<file path="config.mk">
export PLATFORM = sky130hd
export DESIGN_NAME = mips_multicycle_ctrl_flat
export DESIGN_NICKNAME = d
export VERILOG_FILES = /design/src/rtl/mips_multicycle_ctrl_if.sv /design/src/rtl/mips_multicycle_ctrl.sv /design/src/flat_wrapper.sv
export SDC_FILE = /design/constraint.sdc
export NUM_CORES = 1
export LEC_CHECK = 0
export CORE_MARGIN = 2
export CORE_UTILIZATION = 48
export CTS_CLUSTER_DIAMETER = 150
export DETAILED_ROUTE_END_ITERATION = 7
export GPL_TIMING_DRIVEN = 0
export PLACE_DENSITY = 0.89
export SLEW_MARGIN = 20
export SYNTH_ARGS = -nofsm -noshare
export SYNTH_HDL_FRONTEND = slang
export SYNTH_SLANG_ARGS = --single-unit
</file>
<file path="constraint.sdc">
create_clock -name clk -period 2.7 [get_ports clk]
set_input_delay 0.675 -clock clk [delete_from_list [all_inputs] [get_ports clk]]
set_output_delay 0.675 -clock clk [all_outputs]
set_load 0.005 [all_outputs]
</file>
<file path="src/rtl/mips_multicycle_ctrl_if.sv">
// Control/status bundle between the multicycle MIPS controller and its datapath.
// master = controller side, slave = datapath side.
interface mips_multicycle_ctrl_if;
  logic [5:0] opcode;
  logic [5:0] funct;
  logic       zero;
  logic       mem_ready;
  logic       pc_we;
  logic       ir_we;
  logic       iord;
  logic       mem_re;
  logic       mem_we;
  logic       reg_we;
  logic [1:0] reg_dst;
  logic [1:0] mem_to_reg;
  logic       alu_src_a;
  logic [1:0] alu_src_b;
  logic [2:0] alu_op;
  logic [1:0] pc_src;
  logic       instr_done;
  logic       illegal;
  logic [3:0] state;

  modport master (
    input  opcode, funct, zero, mem_ready,
    output pc_we, ir_we, iord, mem_re, mem_we, reg_we, reg_dst, mem_to_reg,
           alu_src_a, alu_src_b, alu_op, pc_src, instr_done, illegal, state
  );

  modport slave (
    output opcode, funct, zero, mem_ready,
    input  pc_we, ir_we, iord, mem_re, mem_we, reg_we, reg_dst, mem_to_reg,
           alu_src_a, alu_src_b, alu_op, pc_src, instr_done, illegal, state
  );
endinterface

</file>
<file path="src/rtl/mips_multicycle_ctrl.sv">
// Main control FSM of the multicycle MIPS core (shared instruction/data memory).
// Optional feature: define MIPS_CTRL_MEM_WAIT_EN to honour mem_ready wait states;
// otherwise mem_ready is ignored and every memory state lasts one cycle.
module mips_multicycle_ctrl (
  input  logic                          clk,
  input  logic                          rst_n,
  mips_multicycle_ctrl_if.master        bus
);

  typedef enum logic [3:0] {
    FETCH  = 4'd0,  DECODE = 4'd1,  MEMADR = 4'd2,  MEMRD  = 4'd3,
    MEMWB  = 4'd4,  MEMWR  = 4'd5,  EXEC   = 4'd6,  ALUWB  = 4'd7,
    BRANCH = 4'd8,  IMMEX  = 4'd9,  IMMWB  = 4'd10, JUMP   = 4'd11,
    JAL    = 4'd12, JR     = 4'd13, HALT   = 4'd14
  } state_t;

  // Registered control word; *_rdy / *_z / *_nz bits are qualified late by
  // mem_ready and zero, which must act in the same cycle.
  typedef struct packed {
    logic       pc_we;
    logic       pc_we_rdy;
    logic       pc_we_z;
    logic       pc_we_nz;
    logic       ir_we_rdy;
    logic       iord;
    logic       mem_re;
    logic       mem_we;
    logic       reg_we;
    logic [1:0] reg_dst;
    logic [1:0] mem_to_reg;
    logic       alu_src_a;
    logic [1:0] alu_src_b;
    logic [2:0] alu_op;
    logic [1:0] pc_src;
    logic       done;
    logic       done_rdy;
  } ctrl_t;

  localparam logic [5:0] OP_RTYPE = 6'b000000;
  localparam logic [5:0] OP_J     = 6'b000010;
  localparam logic [5:0] OP_JAL   = 6'b000011;
  localparam logic [5:0] OP_BEQ   = 6'b000100;
  localparam logic [5:0] OP_BNE   = 6'b000101;
  localparam logic [5:0] OP_ADDI  = 6'b001000;
  localparam logic [5:0] OP_ANDI  = 6'b001100;
  localparam logic [5:0] OP_LW    = 6'b100011;
  localparam logic [5:0] OP_SW    = 6'b101011;

  localparam logic [5:0] FN_JR    = 6'b001000;
  localparam logic [5:0] FN_ADD   = 6'b100000;
  localparam logic [5:0] FN_SUB   = 6'b100010;
  localparam logic [5:0] FN_AND   = 6'b100100;
  localparam logic [5:0] FN_OR    = 6'b100101;
  localparam logic [5:0] FN_SLT   = 6'b101010;

  localparam logic [2:0] ALU_ADD  = 3'b010;
  localparam logic [2:0] ALU_SUB  = 3'b110;
  localparam logic [2:0] ALU_AND  = 3'b000;
  localparam logic [2:0] ALU_OR   = 3'b001;
  localparam logic [2:0] ALU_SLT  = 3'b111;

  function automatic state_t next_of(input state_t s, input logic [5:0] op,
                                     input logic [5:0] fn, input logic rdy);
    state_t n;
    n = FETCH;
    case (s)
      FETCH:  n = rdy ? DECODE : FETCH;
      DECODE: begin
        case (op)
          OP_LW, OP_SW:     n = MEMADR;
          OP_RTYPE: begin
            case (fn)
              FN_JR:                                  n = JR;
              FN_ADD, FN_SUB, FN_AND, FN_OR, FN_SLT:  n = EXEC;
              default:                                n = HALT;
            endcase
          end
          OP_BEQ, OP_BNE:   n = BRANCH;
          OP_ADDI, OP_ANDI: n = IMMEX;
          OP_J:             n = JUMP;
          OP_JAL:           n = JAL;
          default:          n = HALT;
        endcase
      end
      MEMADR: n = (op == OP_LW) ? MEMRD : MEMWR;
      MEMRD:  n = rdy ? MEMWB : MEMRD;
      MEMWR:  n = rdy ? FETCH : MEMWR;
      EXEC:   n = ALUWB;
      IMMEX:  n = IMMWB;
      HALT:   n = HALT;
      default: n = FETCH;
    endcase
    return n;
  endfunction

  function automatic ctrl_t ctrl_of(input state_t s, input logic [5:0] op,
                                    input logic [5:0] fn);
    ctrl_t c;
    c = '0;
    case (s)
      FETCH: begin
        c.mem_re    = 1'b1;
        c.alu_src_b = 2'b01;
        c.alu_op    = ALU_ADD;
        c.ir_we_rdy = 1'b1;
        c.pc_we_rdy = 1'b1;
      end
      DECODE: begin
        c.alu_src_b = 2'b11;
        c.alu_op    = ALU_ADD;
      end
      MEMADR: begin
        c.alu_src_a = 1'b1;
        c.alu_src_b = 2'b10;
        c.alu_op    = ALU_ADD;
      end
      MEMRD: begin
        c.mem_re = 1'b1;
        c.iord   = 1'b1;
      end
      MEMWB: begin
        c.reg_we     = 1'b1;
        c.mem_to_reg = 2'b01;
        c.done       = 1'b1;
      end
      MEMWR: begin
        c.mem_we   = 1'b1;
        c.iord     = 1'b1;
        c.done_rdy = 1'b1;
      end
      EXEC: begin
        c.alu_src_a = 1'b1;
        case (fn)
          FN_SUB:  c.alu_op = ALU_SUB;
          FN_AND:  c.alu_op = ALU_AND;
          FN_OR:   c.alu_op = ALU_OR;
          FN_SLT:  c.alu_op = ALU_SLT;
          default: c.alu_op = ALU_ADD;
        endcase
      end
      ALUWB: begin
        c.reg_we  = 1'b1;
        c.reg_dst = 2'b01;
        c.done    = 1'b1;
      end
      BRANCH: begin
        c.alu_src_a = 1'b1;
        c.alu_op    = ALU_SUB;
        c.pc_src    = 2'b01;
        c.done      = 1'b1;
        c.pc_we_z   = (op == OP_BEQ);
        c.pc_we_nz  = (op != OP_BEQ);
      end
      IMMEX: begin
        c.alu_src_a = 1'b1;
        c.alu_src_b = 2'b10;
        c.alu_op    = (op == OP_ANDI) ? ALU_AND : ALU_ADD;
      end
      IMMWB: begin
        c.reg_we = 1'b1;
        c.done   = 1'b1;
      end
      JUMP: begin
        c.pc_src = 2'b10;
        c.pc_we  = 1'b1;
        c.done   = 1'b1;
      end
      JAL: begin
        c.reg_we     = 1'b1;
        c.reg_dst    = 2'b10;
        c.mem_to_reg = 2'b10;
        c.pc_src     = 2'b10;
        c.pc_we      = 1'b1;
        c.done       = 1'b1;
      end
      JR: begin
        c.pc_src = 2'b11;
        c.pc_we  = 1'b1;
        c.done   = 1'b1;
      end
      default: c = '0;
    endcase
    return c;
  endfunction

  state_t state;
  state_t nxt;
  ctrl_t  ctrl;
  logic   illegal_q;
  logic   rdy;

`ifdef MIPS_CTRL_MEM_WAIT_EN
  assign rdy = bus.mem_ready;
`else
  assign rdy = 1'b1;
`endif

  // Next-state decode from the current state, latched instruction and memory status
  always_comb begin
    nxt = next_of(state, bus.opcode, bus.funct, rdy);
  end

  // State register plus control word for the state being entered; illegal is sticky
  always_ff @(posedge clk or negedge rst_n) begin
    if (!rst_n) begin
      state     <= FETCH;
      ctrl      <= ctrl_of(FETCH, '0, '0);
      illegal_q <= 1'b0;
    end else begin
      state     <= nxt;
      ctrl      <= ctrl_of(nxt, bus.opcode, bus.funct);
      illegal_q <= illegal_q | (nxt == HALT);
    end
  end

  // Control word is preloaded with FETCH so the first fetch can complete on the
  // first edge after reset; rst_n masks it so all outputs read 0 while held in reset.
  always_comb begin
    bus.pc_we      = rst_n & (ctrl.pc_we | (ctrl.pc_we_rdy & rdy) |
                              (ctrl.pc_we_z & bus.zero) | (ctrl.pc_we_nz & ~bus.zero));
    bus.ir_we      = rst_n & ctrl.ir_we_rdy & rdy;
    bus.iord       = rst_n & ctrl.iord;
    bus.mem_re     = rst_n & ctrl.mem_re;
    bus.mem_we     = rst_n & ctrl.mem_we;
    bus.reg_we     = rst_n & ctrl.reg_we;
    bus.reg_dst    = rst_n ? ctrl.reg_dst    : '0;
    bus.mem_to_reg = rst_n ? ctrl.mem_to_reg : '0;
    bus.alu_src_a  = rst_n & ctrl.alu_src_a;
    bus.alu_src_b  = rst_n ? ctrl.alu_src_b  : '0;
    bus.alu_op     = rst_n ? ctrl.alu_op     : '0;
    bus.pc_src     = rst_n ? ctrl.pc_src     : '0;
    bus.instr_done = rst_n & (ctrl.done | (ctrl.done_rdy & rdy));
    bus.illegal    = illegal_q;
    bus.state      = state;
  end

endmodule

</file>
<file path="src/flat_wrapper.sv">
// flat-port wrapper written by rule: the top's interface ports become plain ports
module mips_multicycle_ctrl_flat 
  (clk, rst_n, bus_opcode, bus_funct, bus_zero, bus_mem_ready, bus_pc_we, bus_ir_we, bus_iord, bus_mem_re, bus_mem_we, bus_reg_we, bus_reg_dst, bus_mem_to_reg, bus_alu_src_a, bus_alu_src_b, bus_alu_op, bus_pc_src, bus_instr_done, bus_illegal, bus_state);
  mips_multicycle_ctrl_if bus_i ();
  input  logic clk;
  input  logic rst_n;
  input wire logic [$bits(bus_i.opcode)-1:0] bus_opcode;
  input wire logic [$bits(bus_i.funct)-1:0] bus_funct;
  input wire logic [$bits(bus_i.zero)-1:0] bus_zero;
  input wire logic [$bits(bus_i.mem_ready)-1:0] bus_mem_ready;
  output wire logic [$bits(bus_i.pc_we)-1:0] bus_pc_we;
  output wire logic [$bits(bus_i.ir_we)-1:0] bus_ir_we;
  output wire logic [$bits(bus_i.iord)-1:0] bus_iord;
  output wire logic [$bits(bus_i.mem_re)-1:0] bus_mem_re;
  output wire logic [$bits(bus_i.mem_we)-1:0] bus_mem_we;
  output wire logic [$bits(bus_i.reg_we)-1:0] bus_reg_we;
  output wire logic [$bits(bus_i.reg_dst)-1:0] bus_reg_dst;
  output wire logic [$bits(bus_i.mem_to_reg)-1:0] bus_mem_to_reg;
  output wire logic [$bits(bus_i.alu_src_a)-1:0] bus_alu_src_a;
  output wire logic [$bits(bus_i.alu_src_b)-1:0] bus_alu_src_b;
  output wire logic [$bits(bus_i.alu_op)-1:0] bus_alu_op;
  output wire logic [$bits(bus_i.pc_src)-1:0] bus_pc_src;
  output wire logic [$bits(bus_i.instr_done)-1:0] bus_instr_done;
  output wire logic [$bits(bus_i.illegal)-1:0] bus_illegal;
  output wire logic [$bits(bus_i.state)-1:0] bus_state;
  assign bus_i.opcode = bus_opcode;
  assign bus_i.funct = bus_funct;
  assign bus_i.zero = bus_zero;
  assign bus_i.mem_ready = bus_mem_ready;
  assign bus_pc_we = bus_i.pc_we;
  assign bus_ir_we = bus_i.ir_we;
  assign bus_iord = bus_i.iord;
  assign bus_mem_re = bus_i.mem_re;
  assign bus_mem_we = bus_i.mem_we;
  assign bus_reg_we = bus_i.reg_we;
  assign bus_reg_dst = bus_i.reg_dst;
  assign bus_mem_to_reg = bus_i.mem_to_reg;
  assign bus_alu_src_a = bus_i.alu_src_a;
  assign bus_alu_src_b = bus_i.alu_src_b;
  assign bus_alu_op = bus_i.alu_op;
  assign bus_pc_src = bus_i.pc_src;
  assign bus_instr_done = bus_i.instr_done;
  assign bus_illegal = bus_i.illegal;
  assign bus_state = bus_i.state;
  mips_multicycle_ctrl u_core (.clk(clk), .rst_n(rst_n), .bus(bus_i));
endmodule
</file>
==> results.md <==
- Status: completed
- Core Region: 0.00305 mm2
- # rows: 20
- Final GP Congestion: 0.845
- Maxcap violations: 0
- Detail Route Antenna Nets: 0
- Slew Viols, Final: 0
- Min-delay worst type: in -> async
- DR pass1 iterations: 4
- Area leader, netlist: dfrtp_1
- RSZ-0062 raised after global routing: no
- First-pass GRT wire length: 5.26 mm
- CTS root buf: clkbuf_4
- Clock Tree Buf Depth: 2
- Seq pwr share: 31.9%
- Antenna violations before repair: 0
- Clock share of power: 8.5%
- TritonCTS clock tree: built
- Crit path time final: roughly 2.6 ns
- Arr. time, crit path: 1.95 ns
- Hold_ws: between 0.2 and 0.3 ns
- ANT cells: 0
- Drt drc: 0
- Post-CTS Hold Fix Bufs: 0
- Cell count after placement: around 240
- Asr flop ratio synth: 100%
- Fin cells: 241
- Slew headroom: 70.0%
- Post-DP HPWL: 2.64 mm
- Clock Skew: 0.00742 ns
- Critical Path End Type: output pin
- Syn nets: 173
- Syn-to-layout area delta: 30.5%
- Internal power: 1.14 mW
- Via Count: between 1k and 1.5k
- Startpoint Class: primary input
- Final clock period utilization by the worst path: 97.1%
- Effective utilization at floorplan: 50.7%
- Post-Syn Area: 0.00155 mm2
- Post-synth EDFFs: 0
- Final setup violating endpoints: 0
- Layout cells sized above 1: between 20% and 30%
- Most used DFF post-synth: dfrtp_1
- H-tree Lvls: 1
- Most frequent cell after synthesis: dfrtp_1
- Starting DRT DRC Count: 23
- Sequential share of the synthesized area: 40.7%
- Top cell type's share of synthesized area: 33.9%
- R2R setup slack: 0.37 ns
- Total CTS buffers: 3
- Start point of the critical path: bus_zero
- Psw: between 0.7 and 0.8 mW
- Yosys warnings: 0
- Cell leakage power: 0.884 nW
- Vias in the first global route: 1178
- Grt ovf: 0
- VDD IR max: 361 uV
- Least-Margin Pin Slew: 0.450 ns
- Die area: roughly 0.0037 mm2
- Nets: 214
- #FFs+latches synth: 25
- Routed WL: 3.37 mm
- Die Span Y: 60.8 um
- Setup WS pre-CTS: -0.487 ns
- Syn avg cell area: around 9.9 um2
- Largest net degree at the start of global routing: 44
- Worst path required time: roughly 2.0 ns
- Via density: ~5.4
- Tot Pwr: 1.88 mW
- Die width: 60.8 um
- F_max: between 300 and 400 MHz
- Routed wire per std cell: 14.0 um
- All-Layer GR Usage: about a fifth
- Clk slew on worst S/H paths: 0.13 ns
- Crit path max fanout: 1
- Worst skew pair latency: approximately 0.31 ns
- Mapped Cells: 157
- IO Pins: 40
- PwrDens: a little over 900 mW/mm2
- Most frequent cells after synthesis: 21 x dfrtp_1, 16 x and2_1, 11 x nor2_1
- Final Hold Vio Count: 0
- Clock sink total: 25
- Switch share: 39.7%
- Crit Reg-Reg Endpoint: u_core.ctrl[5]$_DFF_PN1_
- Worst r2r src: u_core.bus.state[2]$_DFF_PN0_
- Port bufs: 34
- Worst R2R Path Depth: 8
- Combinational share of power: about 60%
- Worst Setup Path Type: in -> out
- Worst Setup EP: bus_pc_we
- Synth area leaders: dfrtp_1 34%, dfstp_2 6.8%, and2_1 6.5%
- Setup WS post-layout: 0.0796 ns
- Post-synth cell types: 54
stage by stage:
step / TNS, ns / utilization, % / instance area, um2
2_1_floorplan: 0 / - / 1550
3_3_place_gp: -20.82 / 63.7 / 1940
3_5_place_dp: -7.66 / 63.5 / 1940
4_1_cts: 0 / 65.0 / 1980
5_1_grt: 0 / 66.2 / 2020
6_report: 0 / 66.2 / 2020
worst min-delay path by stage:
stage,to,cells after the start
2_1_floorplan,u_core.bus.illegal$_DFF_PN0_,0
3_3_place_gp,u_core.bus.illegal$_DFF_PN0_,1
3_5_place_dp,u_core.bus.illegal$_DFF_PN0_,1
4_1_cts,u_core.ctrl[17]$_DFF_PN0_,1
5_1_grt,u_core.ctrl[17]$_DFF_PN0_,1
6_report,u_core.ctrl[1]$_DFF_PN0_,1
cell usage in the layout (no fill, tap or decap), types with 3 or more instances in the layout:
cell type,netlist,final
buf_4,3,6
and2_1,16,16
nor3b_1,4,4
nand3_1,4,4
clkbuf_1,4,3
clkbuf_4,0,3
inv_1,3,3
nor3_1,7,6
and3_1,4,4
nor2_1,11,10
a21oi_1,5,5
clkdlybuf4s50_1,0,26
mux2i_1,4,4
dfstp_2,4,4
dfrtp_1,21,21
nand2b_1,4,3
nand2_1,7,7
buf_6,2,3
o21ai_0,5,5
dlygate4sd2_1,0,3
dlymetal6s2s_1,0,4
layer usage:
| layer | GRT usage [%] | part of all wire (%) | vias to the layer above |
|---|---|---|---|
| li1 | - | - | 642 |
| met1 | 23.2 | 43 | 612 |
| met2 | 34.6 | 51 | 46 |
| met3 | 1.49 | 3.6 | 8 |
| met4 | 8.70 | 2.1 | 0 |
| met5 | 0 | 0 | - |
critical path, cell delays in order:
cell	delay, ns
clkdlybuf4s50_1	0.46
mux2_2	0.32
o31a_1	0.23
dlygate4sd2_1	0.26
cell families (layout without fill, tap and decap cells):
group	count (synthesis)	after routing	synth area share (%)
AOI/OAI and AO/OA	29	29	16.6
buffers and inverters	16	56	5.73
DFF	25	25	40.7
and+or+nand+nor	80	80	32.6
muxes	5	5	3.31
xor gates and xnor gates	2	2	1.13
sequential cells by signal, summed over array words and instances (netlist names):
name / cells
u_core.ctrl: 20
u_core.bus.state: 4
u_core.bus.illegal: 1
cell type report:
| type | instances | area [um2] |
|---|---|---|
| sequential | 25 | 631 |
| timing repair buffer | 37 | 367 |
| tap | 44 | 55.1 |
| fill | 262 | 1030 |
| clock buffer | 4 | 26.3 |
| inverter | 5 | 18.8 |
| buffer | 10 | 71.3 |
| multi-input combinational | 116 | 853 |
timing repair:
action	in CTS	in global routing
setup buffers	2	1
pin swaps	2	5
gates resized for setup	7	8
endpoints found under the setup margin	18	7
power groups by stage:
| stage | combinational, mW | clock (mW) | sequential [mW] |
|---|---|---|---|
| 6_report | 1.12 | 0.159 | 0.601 |
| 5_1_grt | 1.22 | 0.183 | 0.616 |
| 4_1_cts | 1.10 | 0.164 | 0.604 |
| 3_5_place_dp | 1.06 | 0 | 0.611 |
| 3_3_place_gp | 1.02 | 0 | 0.603 |
| 2_1_floorplan | 0.699 | 0 | 0.593 |
(Power assumes the default switching activity.)
==> RTL change, RTL diff (same settings) <==
Add a define of `MIPS_CTRL_MEM_WAIT_EN`.
--- a/src/rtl/mips_multicycle_ctrl.sv
+++ b/src/rtl/mips_multicycle_ctrl.sv
@@ -1,6 +1,8 @@
 // Main control FSM of the multicycle MIPS core (shared instruction/data memory).
 // Optional feature: define MIPS_CTRL_MEM_WAIT_EN to honour mem_ready wait states;
 // otherwise mem_ready is ignored and every memory state lasts one cycle.
+`define MIPS_CTRL_MEM_WAIT_EN
+
 module mips_multicycle_ctrl (
   input  logic                          clk,
   input  logic                          rst_n,
Function: changed (Yosys sat finds a counterexample within 4 cycles, from zero or initial values and one cycle with rst_n low).
==> RTL change against the unedited design <==
Utilization increased by 0.71 points; power fell by 4.4%; sequential cell count unchanged; routed wire length down 0.33%; final area is 0.25% higher; setup slack got worse by 0.0013 ns; area after synthesis decreased by 1.6%; combinational power decreased by 7%; critical endpoint is now u_core.ctrl[8].
==> RTL change: results (changes against the unedited design) <==
outcome: "finished clean"
post_cts_buffers: 0  # -2
syn_avg_cell_area_um2: 8.91  # -9.7%
nonClkBufAreaFrac: 0.217  # about the same
p_comb_mw: 1.04  # -7%
nFillCells: 251  # -4.2%
synthMuxAreaShare: 0.00657  # -0.0265
cts_resized: 5  # -2
nets: 229  # +7.0%
netSwitchingPower_uw: 726  # -2.8%
grt_use_total: 0.198  # +0.00627
leakage_nw: 0.856  # -3.2%
ys_seq_area_frac: 0.414  # +0.00668
synth.distinct_cells: 44  # -19%
fin_skew_ns: 0.00412  # -0.00330 ns
placed_cells: 253  # +7.7%
dp_hpwl_um: 2500  # -5.3%
clkCellAreaFrac: 0.0148  # +0.00182
design.seq.count: 25  # unchanged
nNonClkBuffers: 48  # +2.1%
grt_max_degree: 35  # -20%
grt_pass1_vias: 1208  # +2.5%
layout-drive-gt1-share: 0.132  # -0.0862
n_clock_buffer: 3  # -1
gp_congestion: 0.806  # -4.6%
synth_common_cells: "dfrtp_1 (21), and2_1 (18), nor2_1 (15)"
cp_max_fo: 10  # +9
peakVddDrop_mv: 0.479  # +33%
num-nonclk-inverters: 6  # +1
grt_pass1_wl_um: 5450  # +3.7%
drt_iter0_drc: 48  # +110%
multi_input_gates: 129  # +11%
portBuffers: 38  # +12%
synth_compound_area_frac: 0.196  # +0.0306
hp-class: "in -> async"
multi_input_area_share: 0.419  # -0.00289
routed_wl_um: 3360  # -0.33%
synth-xor-area-share: 0  # -0.0113
synth_area_leaders: "dfrtp_1 (34%), and2_1 (7.4%), dfstp_2 (6.9%), nor2_1 (3.7%), a21oi_1 (3.6%)"
synth-async-reset-ratio: 1.00  # unchanged
synth.net_count: 187  # +8.1%
powerSeq_uw: 599  # about the same
-- RTL change: cell types whose count changed in the layout (fill, tap and decap cells not counted), moves of 3 or more --
| cell | unedited run | this run |
|---|---|---|
| a21o_1 | 0 | 4 |
| a21oi_1 | 5 | 11 |
| buf_4 | 6 | 3 |
| clkdlybuf4s50_1 | 26 | 33 |
| dlygate4sd2_1 | 3 | 0 |
| inv_1 | 3 | 6 |
| mux2i_1 | 4 | 1 |
| nor2_1 | 10 | 15 |
| nor2b_1 | 2 | 7 |
| nor3_1 | 6 | 1 |
| o21ai_0 | 5 | 8 |
| o31ai_1 | 0 | 3 |
-- RTL change: path summary, 6_finish.rpt --
kind	cells after the start	slack, ns	start	endpoint
setup reg to reg	7	0.42	u_core.bus.state[1]	u_core.ctrl[1]
hold / removal	1	0.19	rst_n	u_core.ctrl[12]
min in group clk	1	0.50	u_core.bus.illegal	u_core.bus.illegal
max in group asynchronous	1	2.24	rst_n	u_core.ctrl[5]
hold reg to reg	1	0.50	u_core.bus.illegal	u_core.bus.illegal
setup / recovery	8	0.08	bus_opcode[5]	u_core.ctrl[8]
-- RTL change: through the flow --
stage / worst slack, ns / setup TNS [ns] / utilization / area [um^2] / total power [mW]
after floorplan: 0.426 / 0 / - / 1520 / 1.24
after global placement: -1.05 / -23.39 / 0.647 / 1960 / 1.58
after detailed placement: -0.480 / -10.41 / 0.645 / 1950 / 1.60
after CTS: 0.00287 / 0 / 0.661 / 2000 / 1.78
after global routing: -0.00906 / -0.00906 / 0.669 / 2030 / 1.97
final: 0.0783 / 0 / 0.669 / 2030 / 1.80
-- RTL change: metal layers --
layer,part of all wire,global-route usage
met5,0,0
met3,0.060,0.0448
met1,0.44,0.263
met4,0.015,0.0476
met2,0.49,0.331
